**src/rtl/mult_share_arbiter.sv**
```systemverilog
// Round-robin arbiter that shares one 32x32 multiplier among NUM_REQ requesters.
// One multiplication in flight; the result returns on a shared, id-tagged response channel.
module mult_share_arbiter #(
  parameter int unsigned NUM_REQ = 4,
  parameter int unsigned ID_W    = $clog2(NUM_REQ)
) (
  input  logic                    clk,
  input  logic                    reset,
  input  logic [NUM_REQ-1:0]      req_valid,
  input  logic [NUM_REQ*32-1:0]   req_a,
  input  logic [NUM_REQ*32-1:0]   req_b,
  output logic [NUM_REQ-1:0]      req_ready,
  output logic                    rsp_valid,
  output logic [ID_W-1:0]         rsp_id,
  output logic [63:0]             rsp_product,
  input  logic                    rsp_ready,
  output logic                    mult_start,
  output logic [31:0]             mult_a,
  output logic [31:0]             mult_b,
  input  logic                    mult_busy,
  input  logic [63:0]             mult_product,
  output logic                    arb_busy
);

  localparam int unsigned OP_W   = 32;
  localparam int unsigned PROD_W = 64;

  typedef enum logic [2:0] {
    ST_IDLE,
    ST_ISSUE,
    ST_ARM,
    ST_RUN,
    ST_RESP
  } state_e;

  state_e              state_q;
  logic [ID_W-1:0]     last_grant_q;
  logic [ID_W-1:0]     cur_id_q;
  logic [OP_W-1:0]     op_a_q;
  logic [OP_W-1:0]     op_b_q;
  logic                mult_start_q;
  logic                rsp_valid_q;
  logic [ID_W-1:0]     rsp_id_q;
  logic [PROD_W-1:0]   rsp_product_q;
  logic                arb_busy_q;

  logic [OP_W-1:0]     a_arr [NUM_REQ];
  logic [OP_W-1:0]     b_arr [NUM_REQ];
  logic                grant_found;
  logic [ID_W-1:0]     grant_id;
  logic [ID_W-1:0]     cand_id;

  for (genvar i = 0; i < NUM_REQ; i++) begin : g_unpack
    assign a_arr[i] = req_a[i*OP_W +: OP_W];
    assign b_arr[i] = req_b[i*OP_W +: OP_W];
  end

  // Rotating scan from last_grant+1; walking offsets downward lets the nearest requester win.
  always_comb begin
    grant_found = 1'b0;
    grant_id    = '0;
    cand_id     = '0;
    for (int k = int'(NUM_REQ); k >= 1; k--) begin
      cand_id = ID_W'((int'(last_grant_q) + k) % int'(NUM_REQ));
      if (req_valid[cand_id]) begin
        grant_found = 1'b1;
        grant_id    = cand_id;
      end
    end
  end

  // Accept is only offered in IDLE so the requester sees the handshake in the grant cycle.
  assign req_ready = (state_q == ST_IDLE && grant_found && !reset)
                     ? (NUM_REQ'(1) << grant_id) : '0;

  always_ff @(posedge clk or posedge reset) begin
    if (reset) begin
      state_q       <= ST_IDLE;
      last_grant_q  <= ID_W'(NUM_REQ - 1);
      cur_id_q      <= '0;
      op_a_q        <= '0;
      op_b_q        <= '0;
      mult_start_q  <= 1'b0;
      rsp_valid_q   <= 1'b0;
      rsp_id_q      <= '0;
      rsp_product_q <= '0;
      arb_busy_q    <= 1'b0;
    end else begin
      mult_start_q <= 1'b0;
      case (state_q)
        ST_IDLE: begin
          if (grant_found) begin
            op_a_q       <= a_arr[grant_id];
            op_b_q       <= b_arr[grant_id];
            cur_id_q     <= grant_id;
            last_grant_q <= grant_id;
            mult_start_q <= 1'b1;
            arb_busy_q   <= 1'b1;
            state_q      <= ST_ISSUE;
          end
        end
        ST_ISSUE: state_q <= ST_ARM;
        // ARM absorbs the multiplier's start-to-busy latency.
        ST_ARM:   state_q <= ST_RUN;
        ST_RUN: begin
          if (!mult_busy) begin
            rsp_product_q <= mult_product;
            rsp_id_q      <= cur_id_q;
            rsp_valid_q   <= 1'b1;
            state_q       <= ST_RESP;
          end
        end
        ST_RESP: begin
          if (rsp_ready) begin
            rsp_valid_q <= 1'b0;
            arb_busy_q  <= 1'b0;
            state_q     <= ST_IDLE;
          end
        end
        default: begin
          state_q    <= ST_IDLE;
          arb_busy_q <= 1'b0;
        end
      endcase
    end
  end

  assign mult_start  = mult_start_q;
  assign mult_a      = op_a_q;
  assign mult_b      = op_b_q;
  assign rsp_valid   = rsp_valid_q;
  assign rsp_id      = rsp_id_q;
  assign rsp_product = rsp_product_q;
  assign arb_busy    = arb_busy_q;

endmodule

```
**config.mk**
```make
export PLATFORM = sky130hd
export DESIGN_NAME = mult_share_arbiter
export DESIGN_NICKNAME = d
export VERILOG_FILES = /design/src/rtl/mult_share_arbiter.sv
export SDC_FILE = /design/constraint.sdc
export NUM_CORES = 1
export LEC_CHECK = 0
export CORE_AREA = 2 2 182 184
export DETAILED_ROUTE_END_ITERATION = 6
export DIE_AREA = 0 0 184 186
export HOLD_SLACK_MARGIN = 0.08
export PLACE_DENSITY = 0.51
export SYNTH_ARGS = -nofsm -noshare
export SYNTH_HDL_FRONTEND = slang
export SYNTH_SLANG_ARGS = --single-unit
```
**constraint.sdc**
```tcl
create_clock -name clk -period 7.22 [get_ports clk]
set_clock_uncertainty 0.05 [all_clocks]
set_input_delay 1.444 -clock clk [delete_from_list [all_inputs] [get_ports clk]]
set_output_delay 1.444 -clock clk [all_outputs]
set_load 0.02 [all_outputs]
```
Word-level counts from Yosys, hierarchy flattened
Index checks and enable logic that the tools add are counted.

Eq/ne operators: 7. Shifts and indexed selects: 1. Muxes and demuxes: 34. Reductions and logical operators: 11. Bitwise operators: 3. Add/sub/neg operators: 4. Magnitude comparators: 5.

Operator list (count): binary-select mux 32 bit (select 2 bit) (2); two-way mux 32 bit (4); one-hot mux 3 bit (5 select lines) (1); two-way mux 1 bit (13); < comparator 2 x 3 -> 1 bit, second input constant (4); two-way mux 3 bit (3); AND reduction 3 bit (3); binary-select mux 1 bit (select 2 bit) (4); two-way mux 2 bit (4); == test 3 x 2 -> 1 bit, second input constant (2); != test 2 bit, second input constant (3); adder 2 x 1 -> 2 bit, second input constant (2); adder 2 bit, second input constant (2); two-way mux 4 bit (1); AND reduction 2 bit (2); left shift 1 x 2 -> 4 bit, first input constant (1); == test 3 x 1 -> 1 bit, second input constant (1); == test 3 bit, second input constant (1); greater-or-equal comparator 3 bit, second input constant (1); logical NOT 3 bit (1); NOT 2 -> 3 bit (1); one-hot mux 1 bit (3 select lines) (1); OR reduction 3 bit (1); logical AND 1 bit (2); 4 further kinds (5).

Register bits: 140. Logic and storage cells: 75. Bits of input ports: 328. Output and inout bits: 137.

Depth between registers and ports, before layout
Depth in word-level cells: 11. Gate-level depth with buffers: 9. Depth with buffers taken out: 6.

Least setup slack after synthesis
Ideal clock, no wire load.

Path kind: input-to-output. Start: input reset. End: output req_ready[2]. Required time: 5.726 ns. Path buffers: 0. Data arrival time: 4.969 ns. Cell stages on the path: 2. Slack: 0.757 ns. Cells stage by stage: inv_1 > and3_1.

Word-level cells in the longest chain between the ends: 3.

Ends and longest elaborated chain: start, declared (line 8) `input logic reset,`; logical NOT 1 bit (no line); logical AND 1 bit (line 73) `assign req_ready = (state_q == ST_IDLE && grant_found && !reset)`; two-way mux 4 bit (line 74) `? (NUM_REQ'(1) << grant_id) : '0;`; end, declared (line 12) `output logic [NUM_REQ-1:0] req_ready,`.

Every way passes these cells.

Worst setup path after layout
Start: input req_valid[0]. End: output req_ready[1].

Word-level cells in the longest chain between the ends: 9. Elaborated cells on any way between the ends: 20. Those cells by class: 1 x shift; 17 x mux; 2 x reduce/logical.

Ends and longest elaborated chain: start, declared (line 9) `input logic [NUM_REQ-1:0] req_valid,`; binary-select mux 1 bit (select 2 bit) (line 65) `if (req_valid[cand_id]) begin`; two-way mux 1 bit (implied by the code) (line 65); two-way mux 1 bit (4 in series) (line 65); logical AND 1 bit (2 in series) (line 73); two-way mux 4 bit * (line 74).

Every way passes the cells marked *; elsewhere a longest branch is shown, timed or not. The select of a mux whose other input is x is not followed.

==> flow_summary_export.csv <==
group,metric,value,unit
cells_and_area,n_fill_cell,3205,
synth,syn_area,7550,um2
power_and_ir_drop,finalPower,5.13,mW
synth,synth_cell_types,34,
power_and_ir_drop,p_per_area,392,nW/um2
sta,worst_slack,1.82,ns
grt,antenna_found_initial,3,
cells_and_area,nets,1395,
sta,period_minus_slack,5.40,ns
synth,synthCells,640,
setup_path,worstPathRequired,5.73,ns
detailed_routing,via_count,7013,
grt,grt_pass1_vias,7088,
power_and_ir_drop,power_leakage,5.18,nW
sta,relSlewSlack,36.6,%
die,rows,66,
detailed_routing,viasPerCell,4.71,
clock_tree,cts_tree,"yes",
die,dieArea,34200,um2
clock_tree,clkTransAtPathRegs,0.06,ns
die,num_io_pins,465,
cells_and_area,area_growth,73.3,%
synth,synth_flop_cell,"dfrtp_1",
synth,ys_ff_latch,140,
detailed_routing,drc,0,
synth,async_reset_ff_share,100,%
worst_hold_path,hold_path_class,"reg2reg",
clock_tree,ctsLongestPathBuffers,2,
die,die_y,186,um
sta,finalCritPeriodShare,74.7,%
setup_path,crit_chain,"clkdlybuf4s50_1, or4_4, nand2_4, inv_4, nand2_1, nor3_1, clkdlybuf4s50_1",
clock_tree,cts.repair.resized,0,
clock_tree,cts_buffers,17,
grt,grt.total_usage,16.7,%
setup_path,crit_path_max_fanout,47,
grt,grt_max_degree,130,
run,maxCapViolations,0,
detailed_routing,wl_per_cell,20.0,um
die,coreArea,32200,um2
clock_tree,cts.sinks,140,
sta,max_clock_freq,0.185,GHz
cells_and_area,drive_gt1_share,16.9,%
clock_tree,cts-root-buf,"clkbuf_16",
setup_path,path_common_cell,"clkdlybuf4s50_1",
sta,setup_tns,0,ns
setup_path,critPathMaxStageDelay,0.59,ns
setup_path,worstSetupStartpointType,"input pin",
sta,setup_viol,0,
detailed_routing,drtPass1Iterations,6,
synth,synth_edf_count,0,
power_and_ir_drop,irDropWorstVdd,220,uV
synth,netlist.area_leader.share,45.7,%
synth,netlist_top_cells_area,"dfrtp_1 46%, mux2_2 18%, mux2i_1 8.6%",
synth,synth_largest_area_cell,"dfrtp_1",
synth,seq_area_frac_synth,46.4,%
clock_tree,post_cts_buffers,0,
grt,grt-ovfl-total,0,
placed_design,dp_hpwl,21500,um
setup_path,cp.arrival,3.90,ns
setup_path,cp-end-kind,"output pin",
synth,synthesis.nets,968,
sta,worst_slew_pin_slew,0.951,ns
clock_tree,cts_hold_buf,0,
sta,holdWs,0.427,ns
sta,finalMaxSlewViolations,0,
status,status,"finished clean",
setup_path,worstSetupPathType,"in2out",
placed_design,gp_congestion,0.743,
placed_design,pre_cts_ws,1.76,ns
detailed_routing,ant_nets,0,
synth,ys.warnings.count,0,
setup_path,crit_slowest_cell,"or4_4",
clock_tree,insertion_delay,0.42,ns
clock_tree,htree_levels,4,
sta,rsz0062_at_grt,"false",
setup_path,cp_top_family,"buffers and inverters",
setup_path,path_buf_inv,3,
grt,grt_pass1_wl,43000,um
die,start_util,23.4,%
placed_design,port_buffers,464,
synth,synth.avg_cell_area,11.8,um2
sta,final_hold_viol_count,0,
die,fp.dieW,184,um
detailed_routing,drt_wl_total,29800,um
detailed_routing,first_iter_violations,195,
-- worst paths after layout --
path	start	end	slack, ns	cells after the start
max	req_valid[0]	req_ready[1]	1.82	7
max in group asynchronous	reset	rsp_product[42]	4.16	3
min	cur_id_q[1]	cur_id_q[1]	0.43	1
max reg2reg	state_q[2]	mult_a[25]	4.15	7
min reg2reg	cur_id_q[1]	cur_id_q[1]	0.43	1
min in group asynchronous	reset	rsp_product[35]	1.51	2
-- state kept, by name (all words and copies together) (netlist names) --
register,flops
arb_busy,1
cur_id_q,2
last_grant_q,2
mult_a,32
mult_b,32
mult_start,1
rsp_id,2
rsp_product,64
rsp_valid,1
state_q,3
-- through the flow --
step / area (um2) / instances / utilization, %
2_1_floorplan: 7550 / 640 / -
3_3_place_gp: 12500 / 1456 / 38.7
3_5_place_dp: 12500 / 1456 / 38.7
4_1_cts: 13100 / 1488 / 40.6
5_1_grt: 13100 / 1490 / 40.6
6_report: 13100 / 1490 / 40.6
-- cells by family after synthesis --
family	synth area share, %
AO/OA/AOI/OAI	10.1
multiplexers	28.3
buffers and inverters	4.81
AND/OR/NAND/NOR	10.4
flip-flops	46.4
-- where the power goes --
part / switching, mW / internal [mW] / total, mW
sequential: 0.219 / 1.18 / 1.40
clock: 0.404 / 0.533 / 0.937
combinational: 1.38 / 1.41 / 2.79
total: 2.00 / 3.12 / 5.13
-- cell usage after synthesis, types with 2 or more instances --
library cell and n:
a21oi_1 4, dfstp_2 2, mux2i_1 65, nor2_1 7
buf_1 5, a21o_1 4, o21ai_0 3, nand2_1 4
buf_2 26, nand3_1 128, clkbuf_1 24, and3_1 2
mux2_4 6, mux2_2 124, nor3_1 6, dfrtp_1 138
inv_1 5, a221o_1 64, buf_6 7, nand2b_1 2
-- metal layers --
metal / up-vias / wire (um) / global-route usage, %
met4: 2 / 425 / 4.70
met3: 22 / 2920 / 6.91
met1: 3396 / 11700 / 18.8
met2: 299 / 14700 / 29.2
met5: - / 12 / 0
li1: 3294 / - / -
-- cell usage in the layout, fill, tap and decap left out, types with 5 or more instances in the layout --
master | synthesis | final
clkdlybuf4s50_1 | 0 | 464
dfrtp_1 | 138 | 138
nand3_1 | 128 | 128
mux2_2 | 124 | 124
mux2i_1 | 65 | 65
a221o_1 | 64 | 64
clkbuf_16 | 0 | 17
buf_4 | 1 | 7
nor2_1 | 7 | 6
mux2_4 | 6 | 6
nor3_1 | 6 | 5
inv_6 | 0 | 5
-- area by class of cell --
class                   count  area [um2]  area share (%)
diodes                      2        5.00          0.0382
inverters                   6        30.0           0.229
clock inverters            14         171            1.31
well taps                 408         510            3.90
repair buffers            472        4720            36.0
flip-flops and latches    140        3510            26.8
clock buffers              18         439            3.36
multi-input cells         430        3710            28.3
(Power assumes the default switching activity.)
